### config.mk
export PLATFORM = sky130hd
export DESIGN_NAME = load_canvas_flat
export DESIGN_NICKNAME = d
export VERILOG_FILES = /design/src/rtl/load_canvas_if.sv /design/src/rtl/load_canvas.sv /design/src/flat_wrapper.sv
export SDC_FILE = /design/constraint.sdc
export NUM_CORES = 1
export LEC_CHECK = 0
export CORE_MARGIN = 5
export CORE_UTILIZATION = 46
export DETAILED_ROUTE_END_ITERATION = 10
export PLACE_DENSITY = 0.76
export SLEW_MARGIN = 20
export SYNTH_ARGS = -nofsm -noshare
export SYNTH_HDL_FRONTEND = slang
export SYNTH_SLANG_ARGS = --single-unit
### constraint.sdc
create_clock -name CLOCK_50 -period 2.8 [get_ports CLOCK_50]
set_input_delay 0.56 -clock CLOCK_50 [delete_from_list [all_inputs] [get_ports CLOCK_50]]
set_output_delay 0.56 -clock CLOCK_50 [all_outputs]
set_load 0.02 [all_outputs]
### src/rtl/load_canvas_if.sv
// Bus bundle between load_canvas and its row memory / pixel writer.
// master: the load_canvas side (drives the row read and the pixel writes).
// slave:  the memory + pixel writer side.
interface load_canvas_if #(
    parameter int WIDTH = 640
);
    logic [8:0]       read_addr;
    logic             rd_en;
    logic [WIDTH-1:0] read_data;
    logic [10:0]      pix_x;
    logic [10:0]      pix_y;
    logic             pix_color;
    logic             pix_valid;
    logic             pix_ready;

    modport master (
        output read_addr, rd_en, pix_x, pix_y, pix_color, pix_valid,
        input  read_data, pix_ready
    );

    modport slave (
        input  read_addr, rd_en, pix_x, pix_y, pix_color, pix_valid,
        output read_data, pix_ready
    );
endinterface

### src/rtl/load_canvas.sv
// load_canvas: replays a saved 1-bpp canvas from row memory as pixel writes.
// Each row is fetched as one WIDTH-bit word, then emitted pixel by pixel
// (x = bit index, y = row) over a valid/ready handshake.
// Optional build macro SKIP_ZERO_ROW_EN: rows that read back as all zeros
// are not emitted (the destination is assumed to be pre-cleared).
module load_canvas #(
    parameter int WIDTH      = 640,
    parameter int HEIGHT     = 480,
    parameter int RD_LATENCY = 1
) (
    input  logic           CLOCK_50,
    input  logic           reset_n,
    input  logic           load_sw,
    output logic           busy,
    output logic           done,
    load_canvas_if.master  bus
);
    localparam int             CW        = (WIDTH > 1) ? $clog2(WIDTH) : 1;
    localparam logic [CW-1:0]  LAST_COL  = CW'(WIDTH - 1);
    localparam logic [8:0]     LAST_ROW  = 9'(HEIGHT - 1);
    localparam logic [2:0]     LAST_WAIT = 3'(RD_LATENCY - 1);

    typedef enum logic [2:0] {
        S_IDLE,
        S_FETCH,
        S_WAIT,
        S_EMIT,
        S_NEXT,
        S_DONE
    } state_t;

    state_t           state_q;
    logic             load_sw_q;
    logic             armed_q;
    logic [8:0]       row_q;
    logic [CW-1:0]    col_q;
    logic [2:0]       wait_q;
    logic [WIDTH-1:0] rowreg_q;
    logic [8:0]       read_addr_q;
    logic             rd_en_q;
    logic [10:0]      pix_x_q;
    logic [10:0]      pix_y_q;
    logic             pix_color_q;
    logic             pix_valid_q;
    logic             busy_q;
    logic             done_q;

    logic             start_d;
    logic             accept_d;
    logic             skip_row_d;
    logic [CW-1:0]    col_d;

    // armed_q blocks a level that was already high when reset released
    assign start_d  = load_sw & ~load_sw_q & armed_q;
    assign accept_d = pix_valid_q & bus.pix_ready;
    assign col_d    = col_q + CW'(1);

`ifdef SKIP_ZERO_ROW_EN
    assign skip_row_d = (bus.read_data == '0);
`else
    assign skip_row_d = 1'b0;
`endif

    assign bus.read_addr = read_addr_q;
    assign bus.rd_en     = rd_en_q;
    assign bus.pix_x     = pix_x_q;
    assign bus.pix_y     = pix_y_q;
    assign bus.pix_color = pix_color_q;
    assign bus.pix_valid = pix_valid_q;
    assign busy          = busy_q;
    assign done          = done_q;

    // Load switch edge register; arms start detection one cycle after reset
    always_ff @(posedge CLOCK_50 or negedge reset_n) begin
        if (!reset_n) begin
            load_sw_q <= 1'b0;
            armed_q   <= 1'b0;
        end else begin
            load_sw_q <= load_sw;
            armed_q   <= 1'b1;
        end
    end

    // Control FSM with registered outputs: fetch row, wait, emit pixels, advance
    always_ff @(posedge CLOCK_50 or negedge reset_n) begin
        if (!reset_n) begin
            state_q     <= S_IDLE;
            row_q       <= '0;
            col_q       <= '0;
            wait_q      <= '0;
            rowreg_q    <= '0;
            read_addr_q <= '0;
            rd_en_q     <= 1'b0;
            pix_x_q     <= '0;
            pix_y_q     <= '0;
            pix_color_q <= 1'b0;
            pix_valid_q <= 1'b0;
            busy_q      <= 1'b0;
            done_q      <= 1'b0;
        end else begin
            rd_en_q <= 1'b0;
            done_q  <= 1'b0;
            case (state_q)
                S_IDLE: begin
                    if (start_d) begin
                        row_q       <= '0;
                        read_addr_q <= '0;
                        rd_en_q     <= 1'b1;
                        busy_q      <= 1'b1;
                        state_q     <= S_FETCH;
                    end
                end
                S_FETCH: begin
                    wait_q  <= '0;
                    state_q <= S_WAIT;
                end
                S_WAIT: begin
                    if (wait_q == LAST_WAIT) begin
                        // the only cycle in which read_data is trusted
                        rowreg_q <= bus.read_data;
                        col_q    <= '0;
                        if (skip_row_d) begin
                            state_q <= S_NEXT;
                        end else begin
                            pix_valid_q <= 1'b1;
                            pix_x_q     <= '0;
                            pix_y_q     <= 11'(row_q);
                            pix_color_q <= bus.read_data[0];
                            state_q     <= S_EMIT;
                        end
                    end else begin
                        wait_q <= wait_q + 3'd1;
                    end
                end
                S_EMIT: begin
                    if (accept_d) begin
                        if (col_q == LAST_COL) begin
                            pix_valid_q <= 1'b0;
                            state_q     <= S_NEXT;
                        end else begin
                            col_q       <= col_d;
                            pix_x_q     <= 11'(col_d);
                            pix_color_q <= rowreg_q[col_d];
                        end
                    end
                end
                S_NEXT: begin
                    if (row_q == LAST_ROW) begin
                        done_q  <= 1'b1;
                        state_q <= S_DONE;
                    end else begin
                        row_q       <= row_q + 9'd1;
                        read_addr_q <= row_q + 9'd1;
                        rd_en_q     <= 1'b1;
                        state_q     <= S_FETCH;
                    end
                end
                S_DONE: begin
                    busy_q  <= 1'b0;
                    state_q <= S_IDLE;
                end
                default: state_q <= S_IDLE;
            endcase
        end
    end
endmodule

### src/flat_wrapper.sv
// flat-port wrapper written by rule: the top's interface ports become plain ports
module load_canvas_flat 
#(
    parameter int WIDTH      = 640,
    parameter int HEIGHT     = 480,
    parameter int RD_LATENCY = 1
)
  (CLOCK_50, reset_n, load_sw, busy, done, bus_read_addr, bus_rd_en, bus_pix_x, bus_pix_y, bus_pix_color, bus_pix_valid, bus_read_data, bus_pix_ready);
  load_canvas_if #(.WIDTH(WIDTH)) bus_i ();
  input  logic CLOCK_50;
  input  logic reset_n;
  input  logic load_sw;
  output logic busy;
  output logic done;
  output wire logic [$bits(bus_i.read_addr)-1:0] bus_read_addr;
  output wire logic [$bits(bus_i.rd_en)-1:0] bus_rd_en;
  output wire logic [$bits(bus_i.pix_x)-1:0] bus_pix_x;
  output wire logic [$bits(bus_i.pix_y)-1:0] bus_pix_y;
  output wire logic [$bits(bus_i.pix_color)-1:0] bus_pix_color;
  output wire logic [$bits(bus_i.pix_valid)-1:0] bus_pix_valid;
  input wire logic [$bits(bus_i.read_data)-1:0] bus_read_data;
  input wire logic [$bits(bus_i.pix_ready)-1:0] bus_pix_ready;
  assign bus_read_addr = bus_i.read_addr;
  assign bus_rd_en = bus_i.rd_en;
  assign bus_pix_x = bus_i.pix_x;
  assign bus_pix_y = bus_i.pix_y;
  assign bus_pix_color = bus_i.pix_color;
  assign bus_pix_valid = bus_i.pix_valid;
  assign bus_i.read_data = bus_read_data;
  assign bus_i.pix_ready = bus_pix_ready;
  load_canvas #(.WIDTH(WIDTH), .HEIGHT(HEIGHT), .RD_LATENCY(RD_LATENCY)) u_core (.CLOCK_50(CLOCK_50), .reset_n(reset_n), .load_sw(load_sw), .busy(busy), .done(done), .bus(bus_i));
endmodule
Yosys cells after proc, flatten, opt, wreduce, memory -nomap -nowiden:

Cells that the tools add are included.

* bits of input ports: 644
* bits in latches: 0
* memories kept: 0
* bits in read-only memories: 0
* register bits after elaboration: 692
* bits in writable memories: 0

* divide/modulo/power cells: 0
* equality and inequality tests: 14
* reduce and logical (&&, ||, !) cells: 13
* add/subtract/negate cells: 3
* multiplexer cells: 36
* magnitude comparators: 1
* shift-type cells: 0
* multipliers: 0
* bitwise gates (word level): 4

Operator list (count)
* 11-bit two-way mux: 3
* 10-bit two-way mux: 3
* 11-bit case mux with 2 select lines: 1
* 10-bit case mux with 2 select lines: 1
* 3-bit two-way mux: 6
* 9-bit two-way mux: 2
* 9-bit case mux with 2 select lines: 1
* 3-bit case mux with 5 select lines: 1
* 1-bit two-way mux: 12
* 4-bit AND reduction: 3
* 10-bit by 11-bit < comparator with 1-bit output, second input constant: 1
* 10-bit by 1-bit adder with 10-bit output, second input constant: 1
* 1-bit binary-select mux with 10-bit select: 1
* 10-bit equality test, second input constant: 1
* 9-bit by 1-bit adder with 9-bit output, second input constant: 1
* 9-bit equality test, second input constant: 1
* 2-bit by 1-bit inequality test with 1-bit output, second input constant: 4
* 1-bit case mux with 2 select lines: 4
* 2-bit nonzero test: 4
* 3-bit by 2-bit equality test with 1-bit output, second input constant: 2
* 3-bit equality test, second input constant: 2
* 3-bit zero test: 2
* 2-bit inequality test, second input constant: 3
* 3-bit case mux with 2 select lines: 1
* other kinds (6): 10

Depth between registers and ports, before layout:

* word-level depth: 6
* mapped depth: 12
* gate-level depth less buffers: 9

Least setup slack after synthesis:

Ideal clock, no wire load.

* path type: register to register
* start point: reg, netlist name u_core.bus.pix_x[1]
* end point: reg u_core.pix_color_q (netlist: u_core.bus.pix_color)
* path buffers: 2
* library setup time: 0.136 ns
* data arrival time: 2.737 ns
* period minus slack after synthesis: 2.873 ns
* setup slack: -0.073 ns
* cell stages (with the launch flop): 11
* cell sequence: dfrtp_1 -> ha_1 -> buf_4 -> buf_4 -> mux4_2 -> o2111ai_1 -> o211ai_1 -> a221oi_1 -> a311oi_1 -> nor4_1 -> a31oi_1

RTL lines
* end signal, assigned: line load_canvas.sv:128 `pix_color_q <= bus.read_data[0];`
* end signal, assigned: line load_canvas.sv:143 `pix_color_q <= rowreg_q[col_d];`
* end, declared: line load_canvas.sv:43 `logic pix_color_q;`

==> impl_metrics.yaml <==
run_status:
  outcome: "finished, violations left"
  violations: "negative setup slack"
timing:
  worst_slew_pin_slew_ns: 0.7804
  slew_headroom_pct: 47.98
  layout_setup_ws_ns: -0.1731
  rsz0062_at_grt: "yes"
  clock_skew_ns: 0.01520
  drv_slew: 0
  fmax_mhz: 336.4
  period_needed_ns: 2.973
  setup_viol: 1
  final.setup.tns_ns: -0.1731
  hold_ws_ns: 0.4420
  final_hold_viol_count: 0
  finalCritPeriodShare_pct: 106.2
finish:
  seq_area_um2: 17050
  fillers: 4802
  multi_input_area_um2: 13620
  drive_above_1_share_pct: 39.83
  syn_to_final_growth_pct: 38.52
  fin_nets: 3509
  fin_area_um2: 43250
worst_setup_path:
  crit_chain: "ha_4, buf_12, buf_6, buf_12, mux4_2, nand2_1, a32oi_1, nand3_1, and3_1, or4_1, a31oi_1"
  worstSetupPathType: "reg2reg"
  startpoint_type: "register"
  arrival_ns: 3.49
  worstPathMaxFanout: 13
  end_kind: "register"
  slowest_stage: "or4_1"
  max_stage_delay_ns: 0.51
  critPathRequiredTime_ns: 3.32
  cpMostUsedCell: "buf_12"
grt:
  track_usage_pct: 28.16
  grt_pass1_wl_um: 155500
  grt_antenna_before_repair: 36
  grt_pass1_vias: 23910
  grt_max_degree: 86
  grt_overflow: 0
synth:
  ys_seq_elements: 681
  ys_seq_area_share_pct: 54.58
  ys_warn_count: 0
  syn_area_per_cell_um2: 15.14
  synth-main-ff-cell: "dfrtp_1"
  async_reset_ff_share_pct: 100.0
  synthCells: 2062
  synth_edf_count: 0
  ys_types: 67
  netlist_area_um2: 31220
place:
  placed_cell_area_um2: 40070
  dp.final_hpwl_um: 78540
  gp_congestion: 0.9051
  port_buffers: 676
power:
  powerDensity_nw_per_um2: 721.6
  design_power_total_mw: 31.21
  peakVddDrop_mv: 0.4300
  p_leak_nw: 17.31
drt:
  dr.pass1.iters: 5
  via_per_inst: 5.727
  drtAntennaViolNets: 0
  drt_iter0_drc: 1767
  routed_wl_um: 104900
  drc: 0
  wl_per_cell_um: 27.50
  via_count: 21840
die:
  die_area_um2: 73190
  ioPinCount: 680
  rows: 95
  dieHeight_um: 270.5
  fp.coreArea_um2: 67280
  die_w_um: 270.5
  start_util_pct: 46.41
hold_path:
  hold_class: "in2reg"
job:
  drv_cap: 0
cts:
  cts_buffer_depth: 3
  cts.sinks: 681
  cts_root_buf: "clkbuf_16"
  cts_made_buffers: 74
  cts_tree: "built"
  clk-insertion-delay-late_ns: 0.61
  htreeDepth: 3
  path_clk_slew_ns: 0.06
## per-stage QoR
step,util (%),std cells,worst slack [ns]
4_1_cts,64.02,3781,-0.09736
3_3_place_gp,59.56,3624,-0.4996
2_1_floorplan,-,2064,0.02122
5_1_grt,64.28,3812,-0.3433
6_report,64.29,3813,-0.1731
3_5_place_dp,59.56,3624,-0.4343
## synth_stat cells, types with 6 or more instances
library cell | count | area share, %
dfrtp_1 | 681 | 55
mux2_2 | 656 | 24
mux4_2 | 147 | 11
nand2_1 | 106 | 1.3
clkbuf_1 | 53 | 0.64
buf_2 | 51 | 0.82
mux2i_1 | 38 | 1.2
nor2_1 | 32 | 0.38
o21ai_0 | 29 | 0.46
nand3_1 | 28 | 0.45
a32oi_1 | 23 | 0.65
buf_4 | 23 | 0.55
a31oi_1 | 17 | 0.34
buf_6 | 15 | 0.54
a21oi_1 | 13 | 0.21
inv_1 | 8 | 0.096
nand4_1 | 8 | 0.16
o31ai_1 | 8 | 0.19
nand2b_1 | 7 | 0.14
nor3_1 | 7 | 0.11
o211ai_1 | 7 | 0.17
xnor2_1 | 7 | 0.20
and3_1 | 6 | 0.12
buf_1 | 6 | 0.072
## cell type report
| class | instances | area share [%] |
|---|---|---|
| multi-input cells | 1226 | 31.48 |
| diodes | 25 | 0.1446 |
| well taps | 873 | 2.525 |
| clock inverters | 21 | 0.4166 |
| clock buffers | 109 | 5.005 |
| inverters | 8 | 0.06943 |
| flip-flops and latches | 681 | 39.41 |
| repair buffers | 870 | 20.94 |
## per-layer routing
layer  routed length [um]  vias up  global-route usage (%)  part of all wire [%]
met3                 6502      199                   6.069                   6.2
met2                52060      820                   46.85                    50
li1                     -     9364                       -                     -
met4                 3769       12                   10.12                   3.6
met5                   85        -                       0                 0.081
met1                42430    11440                   36.81                    40
## final timing paths
check                                    start              endpoint  depth (start not counted)  slack [ns]
min in group asynchronous              reset_n  u_core.rowreg_q[528]                          2        0.54
max reg2reg                u_core.bus.pix_x[0]  u_core.bus.pix_color                         11       -0.17
min reg2reg                u_core.rowreg_q[98]   u_core.rowreg_q[98]                          1        0.50
max                        u_core.bus.pix_x[0]  u_core.bus.pix_color                         11       -0.17
min                                    load_sw      u_core.load_sw_q                          1        0.44
max in group asynchronous              reset_n  u_core.rowreg_q[241]                          3        1.30
## what timing repair did
action,CTS,global route
gates cloned,6,0
hold buffers,1,0
resized for setup,51,11
hold endpoints to repair,8,0
pin swaps,24,11
setup buffers,23,7
setup endpoints to repair,2,1
## worst max-delay path: cells and delay by family, from the launching register on
| family | cells | cell delay, ns |
|---|---|---|
| muxes | 1 | 0.34 |
| AOI/OAI and AO/OA | 2 | 0.39 |
| adders and majority gates | 1 | 0.27 |
| and+or+nand+nor | 4 | 0.91 |
| buffers and inverters | 3 | 0.46 |
| DFF | 1 | 0.50 |
## sequential cells by signal, summed over array words and instances (netlist names)
name                  cells
u_core.rowreg_q         640
u_core.bus.pix_x         10
u_core.bus.pix_y          9
u_core.row_q              9
u_core.state_q            3
u_core.wait_q             3
u_core.armed_q            1
u_core.bus.pix_color      1
u_core.bus.pix_valid      1
u_core.bus.rd_en          1
u_core.busy               1
u_core.done               1
u_core.load_sw_q          1
## cell usage in the layout (no fill, tap or decap), drive strengths merged, types with 4 or more instances in the layout
master,Yosys,layout
dfrtp,681,681
clkdlybuf4s50,0,674
mux2,656,656
buf,96,190
mux4,147,147
clkbuf,53,109
nand2,106,106
mux2i,38,38
nor2,33,33
o21ai,30,30
nand3,30,30
diode,0,25
a32oi,23,23
a31oi,17,17
a21oi,13,13
clkinv,0,12
inv,8,11
xnor2,9,9
nand4,8,8
o31ai,8,8
nand2b,7,7
o211ai,7,7
nor3,7,7
and2,6,6
and3,6,6
a311oi,5,5
xor2,5,5
a221oi,5,5
a32o,4,4
conb,2,4
clkinvlp,0,4
bufbuf,0,4
or3,4,4
ha,4,4
## power breakdown
part | switching [mW] | leakage, nW | internal [mW] | total (mW)
Combinational | 5.25 | 8.19 | 5.76 | 11.0
Clock | 3.98 | 1.15 | 5.54 | 9.52
Sequential | 0.327 | 7.97 | 10.4 | 10.7
Total | 9.55 | 17.3 | 21.7 | 31.2
## logic make-up (layout without fill, tap and decap cells)
group	after synthesis	count (layout)	share of synthesized area, %
multiplexers	841	841	35.48
XOR/XNOR	14	14	0.4408
AO/OA/AOI/OAI	137	137	3.142
AND/OR/NAND/NOR	226	226	3.414
adder cells (fa/ha/maj)	4	4	0.1603
buffers and inverters	157	1008	2.765
flip-flops	681	681	54.58
other	2	29	0.02405
Note: power is estimated with default switching activity, not from simulation.
